`config.mk`:
```
export PLATFORM = sky130hd
export DESIGN_NAME = bit_serializer
export DESIGN_NICKNAME = d
export VERILOG_FILES = /design/src/rtl/serializer_pkg.sv /design/src/rtl/bit_serializer.sv
export SDC_FILE = /design/constraint.sdc
export NUM_CORES = 1
export LEC_CHECK = 0
export CAP_MARGIN = 20
export CORE_MARGIN = 2
export CORE_UTILIZATION = 40
export DETAILED_ROUTE_END_ITERATION = 16
export GPL_TIMING_DRIVEN = 1
export HOLD_SLACK_MARGIN = 0.05
export PLACE_DENSITY = 0.66
export RECOVER_POWER = 25
export SLEW_MARGIN = 0
export SYNTH_ARGS = -nofsm -noshare
export SYNTH_HDL_FRONTEND = slang
export SYNTH_SLANG_ARGS = --single-unit
```
`constraint.sdc`:
```
create_clock -name clk -period 3.1 [get_ports clk]
set_input_delay 0.465 -clock clk [delete_from_list [all_inputs] [get_ports clk]]
set_output_delay 0.465 -clock clk [all_outputs]
set_load 0.005 [all_outputs]
```
`src/rtl/serializer_pkg.sv`:
```
// Shared types and constants for the parallel-to-serial front end.
package serializer_pkg;

    typedef enum logic {
        SER_IDLE  = 1'b0,
        SER_SHIFT = 1'b1
    } ser_state_t;

    localparam int SER_WIDTH_DEFAULT = 8;

endpackage

```
`src/rtl/bit_serializer.sv`:
```
// Parallel-to-serial converter: accepts a word over valid/ready and shifts it out
// one bit per clock, reloading in the last-bit cycle so consecutive words are gapless.
module bit_serializer
    import serializer_pkg::*;
#(
    parameter int WIDTH      = SER_WIDTH_DEFAULT,
    parameter bit MSB_FIRST  = 1'b1,
    parameter bit IDLE_LEVEL = 1'b0
) (
    input  logic             clk,
    input  logic             reset,
    input  logic [WIDTH-1:0] data_in,
    input  logic             data_valid,
    output logic             data_ready,
    output logic             x_out,
    output logic             bit_valid,
    output logic             last_bit
);

    localparam int            CW       = (WIDTH > 1) ? $clog2(WIDTH) : 1;
    localparam logic [CW-1:0] LAST_IDX = CW'(WIDTH - 1);

    ser_state_t       r_state;
    ser_state_t       w_state_nxt;
    logic [WIDTH-1:0] r_sreg;
    logic [WIDTH-1:0] w_sreg_nxt;
    logic [WIDTH-1:0] w_sreg_shift;
    logic [CW-1:0]    r_cnt;
    logic [CW-1:0]    w_cnt_nxt;
    logic             w_last;
    logic             w_accept;
    logic             w_head;

    // Direction only changes which end of the shift register feeds the output.
    generate
        if (MSB_FIRST) begin : g_msb
            assign w_sreg_shift = {r_sreg[WIDTH-2:0], 1'b0};
            assign w_head       = r_sreg[WIDTH-1];
        end else begin : g_lsb
            assign w_sreg_shift = {1'b0, r_sreg[WIDTH-1:1]};
            assign w_head       = r_sreg[0];
        end
    endgenerate

    assign w_last     = (r_state == SER_SHIFT) && (r_cnt == LAST_IDX);
    assign data_ready = !reset && ((r_state == SER_IDLE) || w_last);
    assign w_accept   = data_valid && data_ready;

    assign x_out     = (r_state == SER_SHIFT) ? w_head : IDLE_LEVEL;
    assign bit_valid = (r_state == SER_SHIFT);
    assign last_bit  = w_last;

    always_comb begin
        w_state_nxt = r_state;
        w_sreg_nxt  = r_sreg;
        w_cnt_nxt   = r_cnt;
        case (r_state)
            SER_IDLE: begin
                if (w_accept) begin
                    w_sreg_nxt  = data_in;
                    w_cnt_nxt   = '0;
                    w_state_nxt = SER_SHIFT;
                end
            end
            SER_SHIFT: begin
                if (w_last) begin
                    if (w_accept) begin
                        w_sreg_nxt = data_in;
                        w_cnt_nxt  = '0;
                    end else begin
                        w_sreg_nxt  = w_sreg_shift;
                        w_cnt_nxt   = '0;
                        w_state_nxt = SER_IDLE;
                    end
                end else begin
                    w_sreg_nxt = w_sreg_shift;
                    w_cnt_nxt  = r_cnt + CW'(1);
                end
            end
            default: w_state_nxt = SER_IDLE;
        endcase
    end

    always_ff @(posedge clk) begin
        if (reset) begin
            r_state <= SER_IDLE;
            r_sreg  <= '0;
            r_cnt   <= '0;
        end else begin
            r_state <= w_state_nxt;
            r_sreg  <= w_sreg_nxt;
            r_cnt   <= w_cnt_nxt;
        end
    end

endmodule
```
---- Word level (Yosys, flattened, before mapping) ----
Index checks and enable logic that the tools add are counted.
storage, ports and cells
  input port bits ......................... 11
  flip-flop bits (word level) ............. 12
  output and inout bits ................... 4
  logic and storage cells ................. 23
cells by class
  mux-type cells .......................... 11
  $add $sub $neg .......................... 1
  equality and inequality tests ........... 2
  bitwise logic cells ..................... 1
  reduce and logical (&&, ||, !) cells .... 5
operators with widths
  cell                   number
  $mux W8                3
  $pmux W8 S2            1
  $mux W3                2
  $pmux W3 S2            1
  $add A3 B1 Y3 const B  1
  $eq A3 B3 Y1 const B   1
  $logic_and A1 B1 Y1    3
  $mux W1                3
  $ne A2 B2 Y1 const B   1
  $pmux W1 S2            1
  $logic_not A1 Y1       1
  $logic_or A1 B1 Y1     1
  $not A1 Y1             1

---- Depth between registers and ports, before layout ----
  word-level depth ........................ 8
  depth in mapped cells ................... 6
  depth with buffers taken out ............ 5

---- Worst setup path after synthesis ----
OpenSTA, ideal clock, no wires.
  path type ............................... flip-flop to flip-flop
  from .................................... reg r_cnt[0]
  to ...................................... reg r_sreg[0]
  library setup time ...................... 0.114 ns
  buffers on the path ..................... 1
  data required time ...................... 2.986 ns
  period minus slack after synthesis ...... 1.483 ns
  stages on the path, launching flop included .. 7
  arrival ................................. 1.369 ns
  slack ................................... 1.617 ns
  cells stage by stage .................... dfxtp_1 -> ha_1 -> ha_1 -> nand2b_2 -> and2_4 -> buf_6 -> a21o_1
between the ends
  longest elaborated chain between the ends .. 8
  elaborated cells on any way between the ends .. 9
  those cells by class .................... eq/ne: 2; mux: 3; reduce/logical: 4
ends and longest elaborated chain
  what                    line                  text
  start, declared         bit_serializer.sv:28  logic [CW-1:0] r_cnt;
  start signal, assigned  bit_serializer.sv:92  r_cnt <= w_cnt_nxt;
  $eq A3 B3 Y1 *          bit_serializer.sv:45  assign w_last = (r_state == SER_SHIFT) && (r_cnt == LAST_IDX);
  $logic_and A1 B1 Y1 *   bit_serializer.sv:45
  $logic_or A1 B1 Y1      bit_serializer.sv:46  assign data_ready = !reset && ((r_state == SER_IDLE) || w_last);
  $logic_and A1 B1 Y1     bit_serializer.sv:46
  $logic_and A1 B1 Y1     bit_serializer.sv:47  assign w_accept = data_valid && data_ready;
  $mux W8                 bit_serializer.sv:67  if (w_accept) begin
  $mux W8                 bit_serializer.sv:66  if (w_last) begin
  $pmux W8 S2             bit_serializer.sv:57  case (r_state)
  end signal, assigned    bit_serializer.sv:91  r_sreg <= w_sreg_nxt;
  end, declared           bit_serializer.sv:25  logic [WIDTH-1:0] r_sreg;
Every way passes the cells marked *; elsewhere a longest branch is shown, timed or not.
A chain may end at the register's enable or synchronous reset.

---- Worst setup path after layout ----
  from .................................... reg r_state, in the netlist bit_valid
  to ...................................... out data_ready
between the ends
  longest elaborated chain between the ends .. 3
  elaborated cells on any way between the ends .. 4
  those cells by class .................... bitwise: 1; reduce/logical: 3
ends and longest elaborated chain
  what                                               line                  text
  start, declared                                    bit_serializer.sv:23  ser_state_t r_state;
  start signal, assigned                             bit_serializer.sv:90  r_state <= w_state_nxt;
  $logic_and A1 B1 Y1 or $not A1 Y1 (tied branches)  -
  $logic_or A1 B1 Y1 *                               bit_serializer.sv:46
  $logic_and A1 B1 Y1 *                              bit_serializer.sv:46
  end, declared                                      bit_serializer.sv:14  output logic data_ready,
Marks and branches as above.

==> results.py <==
metrics = {
    "cells_and_area": {
        "core_utilization_of_the_finished_layout": 0.537,
        "instances_no_fill": 95,
        "layout.nets": 93,
        "final_cell_mix": "14 x clkdlybuf4s50_1, 12 x dfxtp_1, 8 x nor2_1, 7 x mux2i_1",
        "insertedDiodeCount": 0,
        "post_route_cells_drive_above_1_share": 0.177,
        "fillCellCount": 143,
        "synthesis_to_finish_area_growth_pct": 25.4,
        "leading_cell_type_in_the_layout_fill_and_taps_excluded": "clkdlybuf4s50_1",
    },
    "run": {
        "max-cap-violations": 0,
    },
    "power_and_ir_drop": {
        "total_leakage_power_nw": 0.320,
        "vdd.ir_drop.worst_uv": 315,
        "powerDensity_nw_per_um2": 442,
    },
    "worst_setup_path": {
        "crit_end": "data_ready",
        "number_of_buffers_and_inverters_on_the_critical_path": 1,
        "critical_path_arrival_ps": 1860,
        "worst_path_depth": 3,
        "timing.reg2reg.worst_path_depth": 5,
        "critical-path-max-stage-delay_ps": 780,
        "crit_path_start_kind": "register",
        "crit_slowest_cell": "dfxtp_1",
        "r2r_endpoint": "r_sreg[2]$_SDFFE_PP0P_",
        "criticalPathCategory": "reg2out",
        "startpoint": "bit_valid$_SDFF_PP0_",
        "cp_data_required_time_ps": 2630,
        "setup.worst_path.end_class": "primary output",
        "regToRegStartpoint": "r_cnt[0]$_SDFFE_PP0P_",
        "r2r_setup_slack_ps": 1520,
        "crit_family": "flip-flops",
        "crit_path_cell_trace": "nor2b_1, nor2_1, clkdlybuf4s50_1",
        "crit_path_max_fanout": 19,
    },
    "grt": {
        "grt.total_usage": 0.130,
        "wire_length_of_the_first_global_routing_pass_mm": 1.83,
        "number_of_global_route_vias_before_repair": 460,
        "overflow": 0,
        "grt_antenna_before_repair": 0,
        "grt_max_degree": 20,
    },
    "min_path": {
        "hold_class": "reg2reg",
    },
    "placement": {
        "portBuffers": 14,
        "place_hpwl_um": 841,
        "gp_congestion": 0.698,
        "numPlacedInstances": 91,
    },
    "status": {
        "outcome": "complete, no violations",
    },
    "drt": {
        "final_routed_wirelength_mm": 1.15,
        "count_of_nets_left_with_antenna_violations_after_detail_routing": 0,
        "drt-wirelength-per-cell_um": 12.1,
        "drt-pass1-iter-count": 3,
        "dr_iter_0_viols": 9,
        "vias": 510,
        "detail_route.drc_violations": 0,
        "vias_per_cell": 5.37,
    },
    "clock_network": {
        "clock_tree.root_cell": "clkbuf_4",
        "max-clock-path-buffers": 2,
        "cts.sink_count": 12,
        "cts_resized": 0,
        "cts_hold_bufs": 0,
        "post-cts-setup-buffers": 0,
        "cts.reportedPaths.clkPinSlew_ps": 70,
        "worstSkewPairLatency_ps": 280,
        "ctsHtreeMaxLevel": 1,
        "tritoncts.num_buffers": 3,
        "tritoncts": "built",
    },
    "floorplan": {
        "core.rowCount": 14,
        "die_area_um2": 1950,
        "die_w_um": 44.1,
        "chipHeight_um": 44.1,
        "initial_core_util": 0.428,
        "floorplan.io_pins": 15,
        "core_area_um2": 1510,
    },
    "yosys": {
        "avgSynthCellArea_um2": 9.91,
        "warning_count_from_the_yosys_run": 0,
        "synthDistinctLibCells": 21,
        "synth_seq_area_share": 0.373,
        "postSynthRegisterBits": 12,
        "mappedNetlistNets": 78,
        "netlist_area_um2": 644,
        "number_of_cells_produced_by_synthesis": 65,
    },
    "sta": {
        "report.final.setup_viol": 0,
        "worst-slew-pin-transition_ps": 710,
        "report.final.hold_viol_count": 0,
        "grt_setup_unrepaired": "false",
        "fmax_mhz": 431,
        "final.period_utilization": 0.749,
        "timing.slew.headroom": 0.526,
        "final-max-slew-violation-count": 0,
        "finClkSkew_ps": 6.45,
        "fin_crit_ps": 2320,
        "timing.hold.ws_ps": 559,
        "setup-tns-final_ps": 0,
    },
}
==> where the power goes <==
part / switching, W / internal (W)
Combinational: 0.0000225 / 0.0000330
Sequential: 0.0000102 / 0.000164
Clock: 0.0000561 / 0.0000715
Total: 0.0000887 / 0.000269
==> stage by stage <==
step	total power [W]	setup slack [ps]	instance area (um^2)
after global routing	0.000376	662	808
after CTS	0.000363	759	808
after detailed placement	0.000235	958	772
after global placement	0.000233	966	772
after floorplan	0.000213	1620	644
final	0.000358	779	808
==> logic make-up after synthesis <==
kind of cell,Yosys count,synth area share
simple gates,26,0.221
flops,12,0.373
compound gates,11,0.184
buf+inv,7,0.0738
mux,7,0.109
fa+ha+maj,2,0.0388
==> area by class of cell <==
| class | instances | area (um^2) | area share |
|---|---|---|---|
| sequential | 12 | 240 | 0.297 |
| multi-input combinational | 46 | 357 | 0.441 |
| inverter | 2 | 7.51 | 0.00929 |
| tap | 16 | 20.0 | 0.0248 |
| clock buffer | 4 | 36.3 | 0.0449 |
| timing repair buffer | 15 | 148 | 0.183 |
==> how the worst min path moves through the flow <==
stage	slack, ps	cells past startpoint	from	endpoint
finish	560	2	r_cnt[0]$_SDFFE_PP0P_	r_cnt[0]$_SDFFE_PP0P_
global route	610	2	r_cnt[0]$_SDFFE_PP0P_	r_cnt[0]$_SDFFE_PP0P_
CTS	570	2	r_cnt[0]$_SDFFE_PP0P_	r_cnt[0]$_SDFFE_PP0P_
detailed placement	540	2	r_sreg[0]$_SDFFE_PP0P_	r_sreg[1]$_SDFFE_PP0P_
global placement	520	2	r_cnt[0]$_SDFFE_PP0P_	r_cnt[0]$_SDFFE_PP0P_
floorplan	500	2	r_cnt[0]$_SDFFE_PP0P_	r_cnt[0]$_SDFFE_PP0P_
==> worst register-to-register path, stage by stage (launching register included) <==
cell and delay, ps:
dfxtp_1 340, ha_1 210, ha_1 250, nand2b_2 270, and2_4 240, o31ai_2 210
==> Yosys cell counts <==
cell type  instances  area share
nor4b_1            1       0.014
o32a_1             2       0.031
and2_1             2       0.019
dfxtp_1           12        0.37
buf_4              1       0.012
nand3_1            6       0.047
mux2i_1            7        0.11
nor2b_1            3       0.029
nor2b_4            1       0.021
nand2_1            3       0.017
a211oi_1           1       0.012
a2111oi_0          1       0.014
nand2b_2           1       0.014
a21o_1             1       0.012
inv_1              2       0.012
nor2_1             8       0.047
and2_4             1       0.014
ha_1               2       0.039
o31ai_2            6        0.12
buf_6              2       0.035
buf_2              2       0.016
==> state kept, by name, summed over array words and instances (netlist names) <==
signal     count
bit_valid      1
r_cnt          3
r_sreg         8
==> layer usage <==
metal / vias to the layer above / wire [um] / global-route usage
li1: 261 / - / -
met1: 235 / 535 / 0.163
met2: 10 / 538 / 0.191
met3: 4 / 51 / 0.0245
met4: 0 / 26 / 0.109
met5: - / 0 / 0
Power figures use the tool's default switching activity.
==> RTL edit 1, RTL diff (config.mk and constraints unchanged) <==
Change the package constant `SER_WIDTH_DEFAULT` from 8 to 16.
--- a/src/rtl/serializer_pkg.sv
+++ b/src/rtl/serializer_pkg.sv
@@ -8,3 +8,3 @@
 
-    localparam int SER_WIDTH_DEFAULT = 8;
+    localparam int SER_WIDTH_DEFAULT = 16;
 
Interface: changed (resized data_in); port bits go from 15 to 23. The function was not compared with the original's and may differ.
==> RTL edit 1 against the unedited design <==
  * Setup slack better by 0.028 ns
  * Cell area increased by 62%
  * Area after synthesis up 66%
  * Clock power increased by 4%
  * Core utilization down 1.2 points
  * Synthesized cell count up 62%
  * Routed wire length rose by 90%
  * Sequential cell count up 9
  * Total power increased by 51%
  * Hold slack worse by 0.036 ns
  * Final cell count rose by 64%
  * Fmax increased by 1.2%
==> RTL edit 1: results (changes against the unedited design) <==
GPL Wtd Cong - 0.722 (was 0.698)
Delay-heaviest family, CP - buffers and inverters (was flip-flops)
Initial DRC Count - 12 (was 9)
Post-place setup slack - 1.09 ns (was 0.958 ns)
Cells after DPL - 152 (was 91)
Total wire length - 2190 µm (was 1150 µm)
I/O Buffers - 22 (was 14)
Status - finished clean (unchanged)
Multi-Input Combinational - 73 (was 46)
Avg WL per Cell - 14.0 µm (was 12.1 µm)
Clock Skews - 0.00561 ns (was 0.00645 ns)
Inverters - 3 (was 2)
Met1 usage - 19.9% (was 16.3%)
Multi-input gate area - 577 µm² (was 357 µm²)
Layout filler cell count - 238 (was 143)
Met2 Use GR - 22.6% (was 19.1%)
DRT Pass-1 Iters - 4 (was 3)
Grt met3 use - 3.49% (was 2.45%)
Part of the Yosys area used for sequential elements - 39.2% (was 37.3%)
Post-layout util - 52.5% (was 53.7%)
Global-route wire length before repair - 3700 µm (was 1830 µm)
Mean post-synth cell area - 10.2 µm² (was 9.91 µm²)
Cell count after synthesis - 105 (was 65)
Worst-margin pin slew - 0.570 ns (was 0.710 ns)
Fraction of layout cells with a size suffix above 1 - 11.9% (was 17.7%)
CP Data Arrival Time - 1.83 ns (was 1.86 ns)
Met1 WL - 1110 µm (was 535 µm)
RTL edit 1: kinds of logic (layout without fill, tap and decap cells):
family                   after synthesis  in the layout  share of synthesized area, %
multiplexers                          16             16                          15.1
adder cells (fa/ha/maj)                1              1                          1.17
AO/OA/AOI/OAI                         41             41                          30.0
flip-flops                            21             21                          39.2
buffers and inverters                 11             32                          6.77
AND/OR/NAND/NOR                       15             15                          7.82
RTL edit 1: path summary, 6_finish.rpt:
kind / to / start / slack, ns / cells past startpoint
worst max-delay path: data_ready / bit_valid$_SDFF_PP0_ / 0.81 / 3
worst min-delay path: r_cnt[0]$_SDFFE_PP0P_ / r_cnt[0]$_SDFFE_PP0P_ / 0.52 / 2
worst max register to register: r_sreg[9]$_SDFFE_PP0P_ / bit_valid$_SDFF_PP0_ / 1.20 / 3
worst min register to register: r_cnt[0]$_SDFFE_PP0P_ / r_cnt[0]$_SDFFE_PP0P_ / 0.52 / 2
==> RTL edit 2, RTL diff (same flow settings) <==
Without the edit above. Make the reset (`reset`) asynchronous in one clocked block.
--- a/src/rtl/bit_serializer.sv
+++ b/src/rtl/bit_serializer.sv
@@ -83,3 +83,3 @@
 
-    always_ff @(posedge clk) begin
+    always_ff @(posedge clk or posedge reset) begin
         if (reset) begin
Formal check against the unedited RTL: differs if reset is asserted again (counterexample within 4 cycles, from zero or initial values and one cycle with reset high); with reset held inactive, the same outputs for 10 cycles.
==> RTL edit 2 against the unedited design <==
  * Setup slack worse by 0.11 ns
  * Cell area up 1.4%
  * Sequential cell count unchanged
  * Area after synthesis down 0.39%
  * Hold slack worse by 0.037 ns
  * Routed wire length down 11%
  * Die area down 0.34%
  * Highest routed layer unchanged
Power is not compared: it rests on default switching activity, and its combinational part moved more than twofold at a synthesized area within 25%.
==> RTL edit 2: results (changes against the unedited design) <==
Max layer used - met4 (unchanged)
GRT Util Overall - 12.7% (was 13.0%)
Synth top area cells - dfrtp_1 (47%), mux2_2 (19%), mux2_4 (9.4%) (was dfxtp_1 (37%), o31ai_2 (12%), mux2i_1 (11%))
Hold wc startpoint - r_cnt[0]$_DFFE_PP0P_ (was r_cnt[0]$_SDFFE_PP0P_)
Clock Skews - 0.00388 ns (was 0.00645 ns)
Compound-Gate Fraction of Synth Area - 3.70% (was 18.4%)
Global-route wire length before repair - 1700 µm (was 1830 µm)
Met1 WL - 436 µm (was 535 µm)
Initial DRC Count - 1 (was 9)
Area after DPL - 787 µm² (was 772 µm²)
Delay-heaviest family, CP - simple AND/OR/NAND/NOR gates (was flip-flops)
CP Data Arrival Time - 1.96 ns (was 1.86 ns)
Reg-to-reg endpoint - r_sreg[4]$_DFFE_PP0P_ (was r_sreg[2]$_SDFFE_PP0P_)
Grt met3 use - 6.12% (was 2.45%)
Worst r2r src - r_cnt[0]$_DFFE_PP0P_ (was r_cnt[0]$_SDFFE_PP0P_)
Post-synth cell types - 15 (was 21)
Hold path depth - 1 (was 2)
Avg WL per Cell - 12.6 µm (was 12.1 µm)
CP peak stage delay - 0.44 ns (was 0.78 ns)
Largest net degree at the start of global routing - 18 (was 20)
Part of the Yosys area used for sequential elements - 46.8% (was 37.3%)
Dominant synthesized flop cell - dfrtp_1 (was dfxtp_1)
Nets@finish - 79 (was 93)
Status - finished clean (unchanged)
Slew HR - 46.2% (was 52.6%)
Met2 Use GR - 18.5% (was 19.1%)
Detailed Place HPWL - 759 µm (was 841 µm)
Post-synth ARST share - 100% (was 0%)
Reg2reg setup slack - 1.37 ns (was 1.52 ns)
Worst Hold End - r_cnt[0]$_DFFE_PP0P_ (was r_cnt[0]$_SDFFE_PP0P_)
GPL Wtd Cong - 0.633 (was 0.698)
CP max FO - 5 (was 19)
Vias in the first global route - 389 (was 460)
Detailed-route via count - 425 (was 510)
Metal2 WL - 515 µm (was 538 µm)
Slowest-stage cell, CP - clkdlybuf4s50_1 (was dfxtp_1)
Met1 usage - 15.1% (was 16.3%)
Syn_nets - 61 (was 78)
Fraction of layout cells with a size suffix above 1 - 32.3% (was 17.7%)
Post-synthesis mux area share - 28.7% (was 10.9%)
[RTL edit 2: final cells by class]
cell class | count | area [µm²]
fillers | 145 | 687
multi-input cells | 31 | 308
flip-flops and latches | 12 | 300
repair buffers | 15 | 144
clock buffers | 4 | 36.3
well taps | 16 | 20.0
inverters | 3 | 11.3
[RTL edit 2: cell families after synthesis]
kind of cell	count (synthesis)
adders and majority gates	2
AOI/OAI and AO/OA	3
muxes	15
buffers and inverters	5
DFF	12
and+or+nand+nor	11
[RTL edit 2: worst register-to-register path, delay by kind of cell (launching register included)]
kind / cells / cell delay (ns)
and+or+nand+nor: 2 / 0.45
adders and majority gates: 2 / 0.42
DFF: 1 / 0.40
muxes: 1 / 0.35
[RTL edit 2: per-stage QoR]
step | setup slack (ns) | cells | power (mW)
final | 0.670 | 81 | 0.703
after detailed placement | 0.964 | 77 | 0.588
after floorplan | 1.48 | 48 | 0.522
after global routing | 0.555 | 81 | 0.761
after global placement | 0.999 | 77 | 0.579
after CTS | 0.654 | 81 | 0.715
